==> src/rtl/uart_rx.sv <==
// uart_rx: oversampling UART receiver, majority-voted mid-bit samples, valid/ready output.
// Define UART_RX_PARITY_EN to add a parity bit after the data bits.
module uart_rx #(
    parameter int CLOCK_IN          = 100_000_000,
    parameter int BAUD_RATE         = 230_400,
    parameter int OVERSAMPLING_RATE = 8,
    parameter int DATA_BITS         = 8,
    parameter int PARITY_ODD        = 0
) (
    input  logic                 clk_in,
    input  logic                 rst_in,
    input  logic                 rx_in,
    input  logic                 ready_in,
    output logic [DATA_BITS-1:0] data_out,
    output logic                 valid_out,
    output logic                 frame_err_out,
    output logic                 parity_err_out,
    output logic                 overrun_err_out,
    output logic                 busy_out
);

    localparam int TICK_DIV = CLOCK_IN / (OVERSAMPLING_RATE * BAUD_RATE);
    localparam int TW = $clog2(TICK_DIV);
    localparam int SW = $clog2(OVERSAMPLING_RATE);
    localparam int IW = (DATA_BITS > 1) ? $clog2(DATA_BITS) : 1;

    localparam logic [TW-1:0] TICK_LAST = TW'(TICK_DIV - 1);
    localparam logic [SW-1:0] S_LAST = SW'(OVERSAMPLING_RATE - 1);
    localparam logic [SW-1:0] S_V0   = SW'(OVERSAMPLING_RATE / 2 - 1);
    localparam logic [SW-1:0] S_V1   = SW'(OVERSAMPLING_RATE / 2);
    localparam logic [SW-1:0] S_V2   = SW'(OVERSAMPLING_RATE / 2 + 1);
    localparam logic [IW-1:0] I_LAST = IW'(DATA_BITS - 1);

    generate
        if (OVERSAMPLING_RATE < 4 || TICK_DIV < 2 || DATA_BITS < 2 ||
            PARITY_ODD < 0 || PARITY_ODD > 1) begin : g_bad_cfg
            $error("uart_rx: unsupported parameter combination");
        end
    endgenerate

`ifdef UART_RX_PARITY_EN
    typedef enum logic [2:0] {IDLE, START, DATA, PARITY, STOP} state_t;
`else
    typedef enum logic [2:0] {IDLE, START, DATA, STOP} state_t;
`endif

    state_t                 state, state_next;
    logic [TW-1:0]          div;
    logic                   tick;
    logic [1:0]             sync;
    logic                   line;
    logic [SW-1:0]          s;
    logic [IW-1:0]          idx;
    logic [2:0]             smp;
    logic [DATA_BITS-1:0]   shreg;
    logic                   vote, stop_vote, at_last, done, good, load;

    assign tick     = (div == TICK_LAST);
    assign line     = sync[1];
    assign at_last  = tick && (s == S_LAST);
    assign vote     = (smp[0] & smp[1]) | (smp[0] & smp[2]) | (smp[1] & smp[2]);
    // Stop bit completes on its third sample, so that sample comes straight off the line.
    assign stop_vote = (smp[0] & smp[1]) | (smp[0] & line) | (smp[1] & line);
    assign load     = done && good && (!valid_out || ready_in);
    assign busy_out = (state != IDLE);

    always_ff @(posedge clk_in or posedge rst_in) begin
        if (rst_in) state <= IDLE;
        else        state <= state_next;
    end

    always_comb begin
        state_next = state;
        done       = 1'b0;
        unique case (state)
            IDLE:   if (tick && !line) state_next = START;
            START:  if (at_last) state_next = vote ? IDLE : DATA;
            DATA: begin
                if (at_last && idx == I_LAST) begin
`ifdef UART_RX_PARITY_EN
                    state_next = PARITY;
`else
                    state_next = STOP;
`endif
                end
            end
`ifdef UART_RX_PARITY_EN
            PARITY: if (at_last) state_next = STOP;
`endif
            STOP: begin
                if (tick && s == S_V2) begin
                    state_next = IDLE;
                    done       = 1'b1;
                end
            end
            default: state_next = IDLE;
        endcase
    end

    always_ff @(posedge clk_in or posedge rst_in) begin
        if (rst_in) begin
            div             <= '0;
            sync            <= 2'b11;
            s               <= '0;
            idx             <= '0;
            smp             <= '0;
            shreg           <= '0;
            data_out        <= '0;
            valid_out       <= 1'b0;
            frame_err_out   <= 1'b0;
            overrun_err_out <= 1'b0;
        end else begin
            div  <= tick ? '0 : div + 1'b1;
            sync <= {sync[0], rx_in};
            if (tick) begin
                if (state == IDLE || at_last || done) s <= '0;
                else                                  s <= s + 1'b1;
                if (s == S_V0) smp[0] <= line;
                if (s == S_V1) smp[1] <= line;
                if (s == S_V2) smp[2] <= line;
            end
            if (state == DATA && at_last) begin
                shreg <= {vote, shreg[DATA_BITS-1:1]};
                idx   <= (idx == I_LAST) ? '0 : idx + 1'b1;
            end
            frame_err_out   <= done && !stop_vote;
            overrun_err_out <= done && good && valid_out && !ready_in;
            if (load) begin
                data_out  <= shreg;
                valid_out <= 1'b1;
            end else if (ready_in) begin
                valid_out <= 1'b0;
            end
        end
    end

`ifdef UART_RX_PARITY_EN
    logic perr;

    always_ff @(posedge clk_in or posedge rst_in) begin
        if (rst_in) begin
            perr           <= 1'b0;
            parity_err_out <= 1'b0;
        end else begin
            parity_err_out <= done && perr;
            if (state == PARITY && at_last)
                perr <= vote ^ (^shreg) ^ 1'(PARITY_ODD);
        end
    end

    assign good = stop_vote && !perr;
`else
    assign parity_err_out = 1'b0;
    assign good           = stop_vote;
`endif

endmodule

==> config.mk <==
export PLATFORM = sky130hd
export DESIGN_NAME = uart_rx
export DESIGN_NICKNAME = d
export VERILOG_FILES = /design/src/rtl/uart_rx.sv
export SDC_FILE = /design/constraint.sdc
export NUM_CORES = 1
export LEC_CHECK = 0
export ABC_AREA = 1
export CORE_MARGIN = 1.5
export CORE_UTILIZATION = 25
export DETAILED_ROUTE_END_ITERATION = 10
export HOLD_SLACK_MARGIN = 0.06
export PLACE_DENSITY = 0.4
export REMOVE_ABC_BUFFERS = 1
export SLEW_MARGIN = 5
export SYNTH_ARGS = -nofsm -noshare
export SYNTH_HDL_FRONTEND = slang
export SYNTH_SLANG_ARGS = --single-unit
==> constraint.sdc <==
create_clock -name clk_in -period 2.3 [get_ports clk_in]
set_input_delay 0.46 -clock clk_in [delete_from_list [all_inputs] [get_ports clk_in]]
set_output_delay 0.46 -clock clk_in [all_outputs]
set_load 0.05 [all_outputs]
==> summary.txt <==
Min path
  • Hold path cells: 0
  • Hold Crit Class: reg2reg
  • Hold endpoint: sync[1]$_DFF_PP1_
  • Critical hold path startpoint: sync[0]$_DFF_PP1_

Job
  • MaxCap Viol Count: 0

CTS
  • H-tree levels: 2
  • CTS Root Cell: clkbuf_8
  • Post-CTS Resized: 0
  • Worst skew pair latency: 0.29 ns
  • CTS tree: done
  • CTS Sinks: 38
  • Post-CTS setup buffer count: 0
  • Max Buffers Root-to-Sink: 2
  • Post-cts hold buffer count: 0
  • CTS clk-pin slew, worst paths: 0.08 ns
  • Num CTS Buffers: 5

Drt
  • DRC errors left: 0
  • Iteration-0 DRC Markers: 51
  • First-pass detailed-route iteration total: 4
  • Final WL: 3126 µm
  • Post-route ant nets: 0
  • Vias: 1198
  • Vias/cell: 3.890
  • Routed len/inst: 10.15 µm

Placed design
  • Port buffer count: 15
  • DP Wirelength: 2208 µm
  • Dpl cells: 300
  • GP Congestion: 0.7211

Critical path
  • CP arrival: 1.67 ns
  • R2R cell count: 9
  • Worst R2R Setup Slack: 0.52 ns
  • WS Path Type: reg2out
  • CP Max Fanout: 6
  • Critical Path RT: 1.84 ns
  • RR Endpoint: shreg[5]$_DFFE_PP0P_
  • CP endpoint kind: output port
  • Crit start category: flop
  • Reg-to-Reg Start: div[1]$_DFF_PP0_

Timing
  • Slew Limit Fails: 0
  • Fin crit share: 0.9264
  • Min Clock Period, post-route: 2.131 ns
  • Sum Neg Setup Slack: 0 ns
  • Setup Skew: 0.01006 ns
  • Highest Clock Rate: 0.4693 GHz
  • Worst-margin pin slew: 0.5039 ns
  • Slew HR: 0.6630
  • RSZ-0062 raised after global routing: false
  • Finish-stage setup viols: 0
  • Final Hold Vio Count: 0

Synthesis
  • Synth Area in XOR/XNOR: 0
  • Post-synthesis compound-gate area fraction: 0.1216
  • Gate count of the mapped netlist: 192
  • Synth Area per Inst: 9.488 µm²
  • Synth Area in Adders: 0.06181
  • Largest family of logic cells by synthesized area: simple AND/OR/NAND/NOR gates
  • Mux cell area share after synthesis: 0
  • Simple-gate area share of the yosys netlist: 0.2054
  • Register area share after synthesis: 0.5234
  • Yosys warns: 0
  • Yosys reg bits: 38
  • Synth unique cells: 29
  • Synth Cell Area: 1822 µm²

Cells and area
  • Reg area: 953.4 µm²
  • Nets: 224
  • FILL cells: 753
  • Commonest non-fill, non-tap cell in the layout: nand2_1
  • Final Instance Count excl. Fillers: 308
  • Commonest cells after routing, fill and taps aside: nand2_1 (43), dfrtp_1 (36), inv_1 (30), o21ai_0 (15), clkdlybuf4s50_1 (15)
  • # diodes: 0
  • Multi-input logic area: 711.9 µm²
  • Share of cells above drive strength 1: 0.1509
  • Synthesis-to-layout area growth: 20.88%

Floorplan
  • Total core area: 6907 µm²
  • Die X: 88.37 µm
  • Initial Util: 0.2638
  • Die extent in y: 88.37 µm
  • Top-level I/O count: 17
  • DIE AREA: 7808 µm²
  • Row count: 30

GRT
  • GR Util All Layers: 0.09511
  • Congestion Overflow GR: 0
  • First-pass GRT wire length: 5595 µm
  • Largest net degree at the start of global routing: 39
  • Vias in the first global route: 1185
  • Initial antenna violation count: 0

Power
  • Sequential share of power: 0.486
  • Sw Ratio: 0.1952
  • Combinational power share: 0.018
  • Peak VDD IR: 0.0003698 V
  • Switching Power: 269.5 µW
  • Final Power: 1381 µW
  • Pint: 1111 µW
  • PwrDens: 627.0 nW/µm²
  • Leak: 0.001041 µW
  • Clock Power Share: 0.496

Run status
  • Status: finished, final reports clean
cell families (layout without fill, tap and decap cells):
family                   Yosys count  in the layout
flip-flops                        38             38
other                              1              1
buffers and inverters             36             56
AO/OA/AOI/OAI                     35             35
adder cells (fa/ha/maj)            9              9
AND/OR/NAND/NOR                   73             73
layout make-up:
type                    instances  area share
flip-flops and latches         38      0.4330
repair buffers                 16     0.07159
clock inverters                 3     0.03125
multi-input cells             118      0.3233
inverters                      32     0.05511
well taps                      96     0.05455
clock buffers                   5     0.03125
worst max path at each step:
stage / startpoint / end / cells past startpoint
after floorplan: div[1]$_DFF_PP0_ / shreg[7]$_DFFE_PP0P_ / 9
after global placement: state[0]$_DFFE_PP0P_ / busy_out / 3
after detailed placement: state[0]$_DFFE_PP0P_ / busy_out / 3
after CTS: state[0]$_DFFE_PP0P_ / busy_out / 3
after global routing: state[0]$_DFFE_PP0P_ / busy_out / 3
final: state[0]$_DFFE_PP0P_ / busy_out / 3
power groups by stage:
stage,clock network (µW),logic [µW],registers (µW)
floorplan,0,15.1,684
global placement,0,26.9,684
detailed placement,0,26.6,684
CTS,712,26.8,671
global route,742,29.1,671
finish,684,25.2,671
sequential cells by signal, indices dropped and copies added (netlist names):
register,cells
shreg,8
s,3
frame_err_out,1
sync,2
smp,3
overrun_err_out,1
data_out,8
valid_out,1
state,2
idx,3
div,6
synth_stat cells:
cell | instances | area (µm²)
nand2_1 | 43 | 161.4
buf_2 | 1 | 5.000
o21ai_1 | 4 | 20.02
nand3b_1 | 1 | 7.510
nor2_8 | 1 | 20.02
o21ai_0 | 15 | 75.07
ha_1 | 9 | 112.6
buf_4 | 1 | 7.510
nand3_4 | 2 | 35.03
dfrtp_1 | 36 | 900.9
o31ai_1 | 1 | 7.510
a21oi_1 | 5 | 25.02
inv_1 | 30 | 112.6
buf_6 | 2 | 22.52
nand3_1 | 5 | 25.02
nand3_2 | 1 | 10.01
nor2_1 | 10 | 37.54
inv_2 | 1 | 3.750
nand2_2 | 2 | 12.51
o21ai_4 | 1 | 16.27
clkinv_2 | 1 | 5.000
or2_2 | 1 | 6.260
o21ai_2 | 8 | 70.07
nor2_4 | 2 | 22.52
o21bai_1 | 1 | 7.510
nand2_4 | 1 | 11.26
nand4_1 | 4 | 25.02
conb_1 | 1 | 3.750
dfstp_2 | 2 | 52.55
per-layer routing:
layer  track usage  routed length [µm]  share of wire  vias up
met5             0                   0              0        -
met4       0.04261                  59          0.019        0
met3       0.02892                 117          0.037        4
met2        0.1305                1211           0.39       21
met1        0.1368                1738           0.56      532
li1              -                   -              -      641
worst max-delay path, stage by stage (launching register included):
cell             delay [ns]
dfrtp_1                0.42
nor2_1                 0.08
inv_1                  0.08
clkdlybuf4s50_1        0.81
stage by stage:
stage,setup WS (ns),util,cell area [µm²],hold slack [ns]
floorplan,0.7612,-,1787,0.3452
global placement,0.4723,0.2989,2064,0.3463
detailed placement,0.4925,0.2989,2064,0.3470
CTS,0.1563,0.3188,2202,0.3586
global route,0.1045,0.3188,2202,0.3682
finish,0.1693,0.3188,2202,0.3593
Note: power is estimated with default switching activity, not from simulation.
